File: config.mk
export PLATFORM = sky130hd
export DESIGN_NAME = multicycle_ctrl
export DESIGN_NICKNAME = d
export VERILOG_FILES = /design/src/rtl/cpu_pkg.sv /design/src/rtl/io_wait_timer.sv /design/src/rtl/multicycle_ctrl.sv
export SDC_FILE = /design/constraint.sdc
export NUM_CORES = 1
export LEC_CHECK = 0
export CAP_MARGIN = 25
export CELL_PAD_IN_SITES_DETAIL_PLACEMENT = 1
export CELL_PAD_IN_SITES_GLOBAL_PLACEMENT = 2
export CORE_MARGIN = 5
export CORE_UTILIZATION = 27
export CTS_CLUSTER_SIZE = 25
export DETAILED_ROUTE_END_ITERATION = 10
export PLACE_DENSITY_LB_ADDON = 0.08
export SKIP_LAST_GASP = 1
export SLEW_MARGIN = 0
export SYNTH_ARGS = -nofsm -noshare
export SYNTH_HDL_FRONTEND = slang
export SYNTH_SLANG_ARGS = --single-unit
File: constraint.sdc
create_clock -name clk -period 7.15 [get_ports clk]
set_clock_uncertainty 0.15 [all_clocks]
set_input_delay 1.43 -clock clk [delete_from_list [all_inputs] [get_ports clk]]
set_output_delay 1.43 -clock clk [all_outputs]
set_load 0.01 [all_outputs]
File: src/rtl/cpu_pkg.sv
// Shared opcode/funct3 constants, FSM state encoding and the instruction-class
// decode used by the multi-cycle controller.
package cpu_pkg;

  localparam logic [6:0] OP_R  = 7'b0110011;
  localparam logic [6:0] OP_I  = 7'b0010011;
  localparam logic [6:0] OP_LW = 7'b0000011;
  localparam logic [6:0] OP_SW = 7'b0100011;
  localparam logic [6:0] OP_BR = 7'b1100011;

  localparam logic [2:0] F3_BEQ = 3'b000;
  localparam logic [2:0] F3_BNE = 3'b001;

  localparam logic [21:0] IO_BASE_HI_DEF = 22'h3FFFFF;

  typedef enum logic [2:0] {
    S_FETCH  = 3'd0,
    S_DECODE = 3'd1,
    S_EXEC   = 3'd2,
    S_MEM    = 3'd3,
    S_WB     = 3'd4,
    S_TRAP   = 3'd5
  } state_t;

  typedef enum logic [2:0] {
    K_R   = 3'd0,
    K_I   = 3'd1,
    K_LW  = 3'd2,
    K_SW  = 3'd3,
    K_BEQ = 3'd4,
    K_BNE = 3'd5,
    K_BAD = 3'd6
  } kind_t;

  function automatic kind_t decode_kind(input logic [6:0] opcode, input logic [2:0] funct3);
    kind_t k;
    case (opcode)
      OP_R:  k = K_R;
      OP_I:  k = K_I;
      OP_LW: k = K_LW;
      OP_SW: k = K_SW;
      OP_BR: begin
        case (funct3)
          F3_BEQ:  k = K_BEQ;
          F3_BNE:  k = K_BNE;
          default: k = K_BAD;
        endcase
      end
      default: k = K_BAD;
    endcase
    return k;
  endfunction

endpackage

File: src/rtl/io_wait_timer.sv
// Up-counter shared by the memory-latency and MMIO-timeout waits; expire flags
// the last cycle of a window of 'limit' cycles.
module io_wait_timer #(
  parameter int CW = 8
) (
  input  logic          clk,
  input  logic          rst,
  input  logic          clear,
  input  logic [CW-1:0] limit,
  output logic          expire
);

  logic [CW-1:0] cnt_r;

  always_ff @(posedge clk or posedge rst) begin
    if (rst) begin
      cnt_r <= '0;
    end else if (clear) begin
      cnt_r <= '0;
    end else begin
      cnt_r <= cnt_r + CW'(1);
    end
  end

  assign expire = (cnt_r == (limit - CW'(1)));

endmodule

File: src/rtl/multicycle_ctrl.sv
// Multi-cycle CPU control FSM: fetch, decode, execute, memory/MMIO access and
// writeback, with MMIO ready/timeout handling and a retired-instruction counter.
module multicycle_ctrl
  import cpu_pkg::*;
#(
  parameter int          MEM_LAT    = 1,
  parameter logic [21:0] IO_BASE_HI = IO_BASE_HI_DEF,
  parameter int          IO_TIMEOUT = 255
) (
  input  logic        clk,
  input  logic        rst,
  input  logic [31:0] inst,
  input  logic [31:0] alu_result,
  input  logic        alu_zero,
  input  logic        io_ready,
  output logic        imem_rd,
  output logic        ir_load,
  output logic        pc_load,
  output logic        pc_src,
  output logic        alu_src,
  output logic        regWrite,
  output logic        MemRead,
  output logic        MemWrite,
  output logic        IoRead,
  output logic        IoWrite,
  output logic        illegal,
  output logic        bus_err,
  output logic [31:0] instret
);

  localparam int CNT_MAX = (MEM_LAT > IO_TIMEOUT) ? MEM_LAT : IO_TIMEOUT;
  localparam int CW      = $clog2(CNT_MAX + 1);

  state_t        state_r, next_s;
  kind_t         kind_r, kind_s;
  logic          io_sel_r, illegal_r, bus_err_r;
  logic [31:0]   instret_r;
  logic          wait_s, done_s, clear_s, expire_s;
  logic [CW-1:0] limit_s;
  logic          unused_bits_s;

  assign kind_s        = decode_kind(inst[6:0], inst[14:12]);
  assign unused_bits_s = ^{inst[31:15], inst[11:7], alu_result[9:0]};

  io_wait_timer #(.CW(CW)) u_timer (
    .clk    (clk),
    .rst    (rst),
    .clear  (clear_s),
    .limit  (limit_s),
    .expire (expire_s)
  );

  // Counter runs only while a wait is in progress and restarts from 0 once it completes.
  always_comb begin
    wait_s  = 1'b0;
    done_s  = 1'b0;
    limit_s = CW'(MEM_LAT);
    case (state_r)
      S_FETCH: begin
        wait_s = 1'b1;
        done_s = expire_s;
      end
      S_MEM: begin
        if (io_sel_r) begin
          wait_s  = 1'b1;
          limit_s = CW'(IO_TIMEOUT);
          done_s  = io_ready || expire_s;
        end else if (kind_r == K_LW) begin
          wait_s = 1'b1;
          done_s = expire_s;
        end else begin
          wait_s = 1'b0;
          done_s = 1'b0;
        end
      end
      default: begin
        wait_s = 1'b0;
        done_s = 1'b0;
      end
    endcase
    clear_s = !wait_s || done_s;
  end

  always_ff @(posedge clk or posedge rst) begin
    if (rst) begin
      state_r <= S_FETCH;
    end else begin
      state_r <= next_s;
    end
  end

  always_comb begin
    next_s = state_r;
    case (state_r)
      S_FETCH:  next_s = expire_s ? S_DECODE : S_FETCH;
      S_DECODE: next_s = (kind_s == K_BAD) ? S_TRAP : S_EXEC;
      S_EXEC: begin
        case (kind_r)
          K_R, K_I:     next_s = S_WB;
          K_LW, K_SW:   next_s = S_MEM;
          K_BEQ, K_BNE: next_s = S_FETCH;
          default:      next_s = S_TRAP;
        endcase
      end
      S_MEM: begin
        if (io_sel_r) begin
          if (io_ready) begin
            next_s = (kind_r == K_LW) ? S_WB : S_FETCH;
          end else if (expire_s) begin
            next_s = S_TRAP;
          end else begin
            next_s = S_MEM;
          end
        end else if (kind_r == K_LW) begin
          next_s = expire_s ? S_WB : S_MEM;
        end else begin
          next_s = S_FETCH;
        end
      end
      S_WB:    next_s = S_FETCH;
      S_TRAP:  next_s = S_TRAP;
      default: next_s = S_FETCH;
    endcase
  end

  // Latched instruction class, MMIO select, sticky faults and retire count.
  always_ff @(posedge clk or posedge rst) begin
    if (rst) begin
      kind_r    <= K_R;
      io_sel_r  <= 1'b0;
      illegal_r <= 1'b0;
      bus_err_r <= 1'b0;
      instret_r <= 32'd0;
    end else begin
      if (state_r == S_DECODE) begin
        kind_r <= kind_s;
      end
      if (state_r == S_DECODE && kind_s == K_BAD) begin
        illegal_r <= 1'b1;
      end
      if (state_r == S_EXEC) begin
        io_sel_r <= (alu_result[31:10] == IO_BASE_HI);
      end
      if (state_r == S_MEM && io_sel_r && !io_ready && expire_s) begin
        bus_err_r <= 1'b1;
      end
      if (pc_load) begin
        instret_r <= instret_r + 32'd1;
      end
    end
  end

  always_comb begin
    imem_rd  = 1'b0;
    ir_load  = 1'b0;
    pc_load  = 1'b0;
    pc_src   = 1'b0;
    alu_src  = 1'b0;
    regWrite = 1'b0;
    MemRead  = 1'b0;
    MemWrite = 1'b0;
    IoRead   = 1'b0;
    IoWrite  = 1'b0;
    if (!rst) begin
      case (state_r)
        S_FETCH: begin
          imem_rd = 1'b1;
          ir_load = expire_s;
        end
        S_EXEC: begin
          alu_src = (kind_r == K_I) || (kind_r == K_LW) || (kind_r == K_SW);
          if (kind_r == K_BEQ) begin
            pc_load = 1'b1;
            pc_src  = alu_zero;
          end else if (kind_r == K_BNE) begin
            pc_load = 1'b1;
            pc_src  = !alu_zero;
          end else begin
            pc_load = 1'b0;
            pc_src  = 1'b0;
          end
        end
        S_MEM: begin
          if (io_sel_r) begin
            IoRead  = (kind_r == K_LW);
            IoWrite = (kind_r == K_SW);
            pc_load = (kind_r == K_SW) && io_ready;
          end else begin
            MemRead  = (kind_r == K_LW);
            MemWrite = (kind_r == K_SW);
            pc_load  = (kind_r == K_SW);
          end
        end
        // Load data select stays up through writeback.
        S_WB: begin
          regWrite = 1'b1;
          pc_load  = 1'b1;
          MemRead  = (kind_r == K_LW) && !io_sel_r;
          IoRead   = (kind_r == K_LW) && io_sel_r;
        end
        default: begin
          imem_rd = 1'b0;
        end
      endcase
    end else begin
      imem_rd = 1'b0;
    end
  end

  assign illegal = illegal_r;
  assign bus_err = bus_err_r;
  assign instret = instret_r;

endmodule

Word level (Yosys, flattened, before mapping). Cells that the tools add are included.

Register bits after elaboration: 49.

Add/subtract/negate cells: 3. Eq/ne operators: 19. Muxes and demuxes: 50. Reduce and logical (&&, ||, !) cells: 21.

Operators with widths (number): 32-bit by 1-bit adder with 32-bit output (second input constant) (1); 1-bit 2-to-1 mux (31); 3-bit case mux with 5 select lines (2); 8-bit 2-to-1 mux (3); 22-bit == test (second input constant) (1); 3-bit 2-to-1 mux (7); 3-bit == test (second input constant) (5); 7-bit by 6-bit == test with 1-bit output (second input constant) (2); 3-bit by 2-bit == test with 1-bit output (second input constant) (4); 3-bit by 1-bit == test with 1-bit output (second input constant) (3); 3-bit logical NOT (3); 3-bit case mux with 3 select lines (1); 8-bit by 1-bit adder with 8-bit output (second input constant) (1); 8-bit == test (1); 1-bit case mux with 2 select lines (4); 8-bit by 1-bit subtractor with 8-bit output (second input constant) (1); 7-bit by 2-bit == test with 1-bit output (second input constant) (1); 7-bit by 5-bit == test with 1-bit output (second input constant) (1); 7-bit == test (second input constant) (1); 1-bit logical AND (7); 2-bit OR reduction (3); 1-bit logical NOT (4); 1-bit logical OR (4); 2-bit case mux with 2 select lines (1); 1-bit case mux with 3 select lines (1).

Logic depth before layout (Yosys ltp).
Word-level depth: 9. Mapped depth: 8. Gate-level depth less buffers: 7.

Modules after synthesis. A second synthesis with hierarchy kept.

Cells, all modules: 298. Area, all modules: 2872.8 um^2.

Modules (own cells, without submodules): multicycle_ctrl (instances 1, cells each 232, area an instance 2285.9 um^2, sequential area each 1026.0 um^2); io_wait_timer (instances 1, cells each 66, area an instance 586.8 um^2, sequential area each 200.2 um^2).

Worst setup path after synthesis. OpenSTA, ideal clock, no wires.

Path type: in2out. Start point: input rst. End point: output pc_src. Arrival: 3.136 ns. Required time: 5.570 ns. Slack: 2.434 ns. Cell stages on the path: 4. Cell sequence: clkbuf_1 -> inv_1 -> nand3_1 -> nor3_1.

Longest elaborated chain between the ends: 1.

Ends and longest elaborated chain: start, declared (line multicycle_ctrl.sv:11) `input logic rst,`; 1-bit 2-to-1 mux (line multicycle_ctrl.sv:164) `if (!rst) begin`; end, declared (line multicycle_ctrl.sv:19) `output logic pc_src,`.

Every way passes these cells.

Worst setup path in the final report.
Start point: input io_ready. End point: output pc_load.

Longest elaborated chain between the ends: 4.

Ends and longest elaborated chain: start, declared (line multicycle_ctrl.sv:15) `input logic io_ready,`; 1-bit logical AND (line multicycle_ctrl.sv:187) `pc_load = (kind_r == K_SW) && io_ready;`; 1-bit 2-to-1 mux (line multicycle_ctrl.sv:184) `if (io_sel_r) begin`; 1-bit case mux with 3 select lines (line multicycle_ctrl.sv:165) `case (state_r)`; 1-bit 2-to-1 mux (line multicycle_ctrl.sv:164); end, declared (line multicycle_ctrl.sv:18) `output logic pc_load,`.

Every way passes these cells.

==> results summary <==
The flow ran to the end, and the final reports show no timing, DRC or antenna violations. The highest-delay cell along the critical path is clkdlybuf4s50_1. The post-cts sizing count came out at 0. The via count of the first global-routing pass is 2411. Setup violations remaining at the end of the flow were counted as 0. The number of hold buffers added after CTS was 0. In the final routed layout, each cell accounts on average for 15.2 um. The required time of the critical path is between 5000 and 6000 ps.

The count of clock tree sinks is approximately 50. In this run the tool buffered the top-level ports with 79 buffer cells. The synthesized design contains 0 enable-type register cells. STA classifies the critical path startpoint as an input pin. Yosys mapped the design onto 45 distinct sky130hd cell types. The final routed wirelength across all metal layers came out at 7.27 mm. The accumulated negative setup slack came out at 0 ps.

The layout cell share with drive strength beyond 1 is between 6 and 7%. The total via count after detailed routing came out at around 2300. The total power is about 650 uW. After detailed routing, the number of remaining DRC violations is 0. For this run, the post-layout net count is 418.

Among all flip-flop cells after synthesis, the most frequent one is dfrtp_1. The number of standard-cell rows in the floorplan came out at 36. The pin count of the biggest net entering global routing is 50.

Measured in cells, the most critical reg-to-reg path has a length of 6. In this run, the number of DRC markers left after iteration 0 of detailed routing was 39. The synthesized area divided by synthesized cell count is between 10 and 15 um2. The post-synthesis instance total came out at roughly 270.

By area the synthesized netlist is led by dfrtp_1 46%, xnor2_1 8.2%, xor2_1 4.3%. Of all nets on the critical path, the largest fanout is 8. The startpoint identified for the worst register-to-register timing path is kind_r[2].

In this run the number of H-tree levels came out at 2. The initial core utilization came out at between 20 and 30%. The highest attainable clock frequency is 202 MHz.

The number of buffers on the longest clock path came out at 2. In this run the static leakage power is between 0.0015 and 0.002 uW. The full die area came out at between 0.01 and 0.015 mm2. Data on the critical path arrives at its endpoint at 3370 ps. Global routing used roughly an eighth of the available tracks. The cell area that synthesis handed to floorplanning was between 0.002 and 0.003 mm2. The worst slew slack as a fraction of its limit came out at a little under three fifths.

The worst setup slack after layout is between 2000 and 2500 ps. In this run the standard cell core region covers ~0.0097 mm2. The count of nets left with antenna violations once routing finished came out at 0. The first global-routing pass estimated roughly 12 mm of wire. The tree is rooted in a clkbuf_8. The tightest hold margin came out at 318 ps. The number of buffers added by the clock tree synthesis step is 5. The number of warnings reported in the yosys synthesis log is 0. The total power per unit cell area is 176 mW/mm2. Counting flops with an async set or reset pin after synthesis yields a share of between 90% and 100%. The path with the worst hold slack has its endpoint at illegal. The critical path goes through clkdlybuf4s50_1, nor2b_1, nor4_4, o21a_1, clkdlybuf4s50_1.

The number of antenna repair diodes is 0. The global-route congestion overflow total came out at 0. In this run the critical register-to-register path is captured at instret[23].

The worst-case vdd ir drop is 0.000103 V. Setup repair after global routing left no endpoint under its margin. The min-delay analysis places its worst path in the category reg -> reg. The worst hold path stage count is 1. By instance count, the leading cell after synthesis is dfrtp_1. In this design, the stage delay of the slowest critical-path cell is roughly 610 ps. The share of synthesized area occupied by flip-flops and latches came out at between 40% and 50%.

The height of the die is around 110 um. The max-slew violation total from the final report is 0. The hold violation total from the final report was 0.

The worst setup path is of the in -> out kind. The layout has around 1100 filler cells. By instance count, the cell type seen most on the critical path is clkdlybuf4s50_1. The synthesized net count is ~340. The routability-driven placement congestion ratio came out at slightly above 0.7. Using the TritonRoute via totals, the vias-per-cell ratio works out to approximately 4.7. The share of synthesized area in the top cell type comes to a little under half.

By count the netlist is led by 49 x dfrtp_1, 25 x xnor2_1, 22 x nor2_1. The final cycle utilization of the critical path came out at roughly 69%. The max-cap check violation count is 0.

The placed wire-length estimate after detailed placement is approximately 5.4 mm. The top-level port count came out at approximately 110. The minimum setup slack after placement is 2190 ps. The post-CTS setup repair buffer count came out at 0.

The slew of the pin with the lowest slew margin is roughly 640 ps. The synthesized design spends more area on one cell type than any other, namely dfrtp_1. The number of antenna violations at the first check in global routing came out at 0. The worst hold path begins at illegal. Clock-pin slew was measured on the worst setup and hold paths at roughly 90 ps.

The layout overhead on the synthesized area came out at 38.8%. The worst setup path is captured at a primary output. The clock insertion delay at the later pin of the skew report is approximately 300 ps. TritonCTS built the clock tree. The shortest clock period the worst path allows after layout is between 4000 and 5000 ps. The setup check on the worst reg-to-reg path leaves a slack of 4720 ps. The chip width came out at about 110 um.

The flop and latch count out of synthesis came out at between 40 and 50. The iteration count of the initial detailed-routing pass is 4.
[how the worst max path moves through the flow]
| stage | slack [ps] | cells after the start | end | start |
|---|---|---|---|---|
| after floorplan | 2430 | 4 | pc_src | rst |
| after global placement | 2190 | 5 | pc_load | io_ready |
| after detailed placement | 2190 | 5 | pc_load | io_ready |
| after CTS | 2170 | 5 | pc_load | io_ready |
| after global routing | 2050 | 5 | pc_load | io_ready |
| final | 2200 | 5 | pc_load | io_ready |
[area by class of cell]
cell class	count	area [um2]	share of cell area (%)
Multi-Input combinational cell	202	1370	37.0
Sequential cell	49	1230	33.1
Timing Repair Buffer	80	798	21.6
Tap cell	133	166	4.49
Clock buffer	7	86.3	2.33
Clock inverter	1	30.0	0.811
Inverter	7	26.3	0.710
[report_power, final]
group          internal, uW  switching (uW)  leakage (uW)  total, uW
clock                   114            97.0     0.0000585        211
combinational          65.4            54.9      0.000821        120
sequential              292            29.1      0.000656        321
[logic make-up (layout without fill, tap and decap cells)]
logic type	Yosys count	in the layout	synth area share, %
adders and majority gates	5	5	2.35
muxes	2	2	0.844
xor gates and xnor gates	38	38	12.5
buffers and inverters	14	95	2.72
DFF	49	49	46.0
AOI/OAI and AO/OA	29	29	7.93
and+or+nand+nor	128	128	27.7
[state kept, by name, indices dropped and copies added (netlist names)]
register and cells:
illegal 1, bus_err 1, u_timer.cnt_r 8, kind_r 3, state_r 3, io_sel_r 1, instret 32
[critical path: cells and delay by family]
| family | cells | cell delay (ps) |
|---|---|---|
| AO/OA/AOI/OAI | 1 | 370 |
| buffers and inverters | 2 | 1140 |
| AND/OR/NAND/NOR | 2 | 420 |
[through the flow]
stage / area [um2] / std cells / utilization [%]
global route: 3700 / 479 / 38.2
detailed placement: 3590 / 471 / 37.0
global placement: 3590 / 471 / 37.0
floorplan: 2670 / 265 / -
CTS: 3700 / 479 / 38.2
finish: 3700 / 479 / 38.2
[per-layer routing]
metal,global-route usage [%],routed length [um]
met5,0,0
met2,22.1,3480
met4,3.21,37
met3,3.41,441
met1,15.9,3320
[placed cells by master (no fill, tap or decap), types with 2 or more instances in the layout]
cell              n
o211ai_1          3
and2_1            3
xnor2_1          25
nor3b_1           2
inv_1             6
nand4_2           4
nand3_1          21
nand4_1          13
nor2b_1           5
dfrtp_1          49
nor3_1            8
mux2_2            2
nor2_1           22
and3_1           11
and4_1            4
nand2_1          18
nor4_1            5
xor2_1           13
clkdlybuf4s50_1  79
nand2b_1          3
ha_1              5
clkbuf_8          6
a21o_1            2
o21ai_0           8
a21oi_1           6
Note: power is estimated with default switching activity, not from simulation.
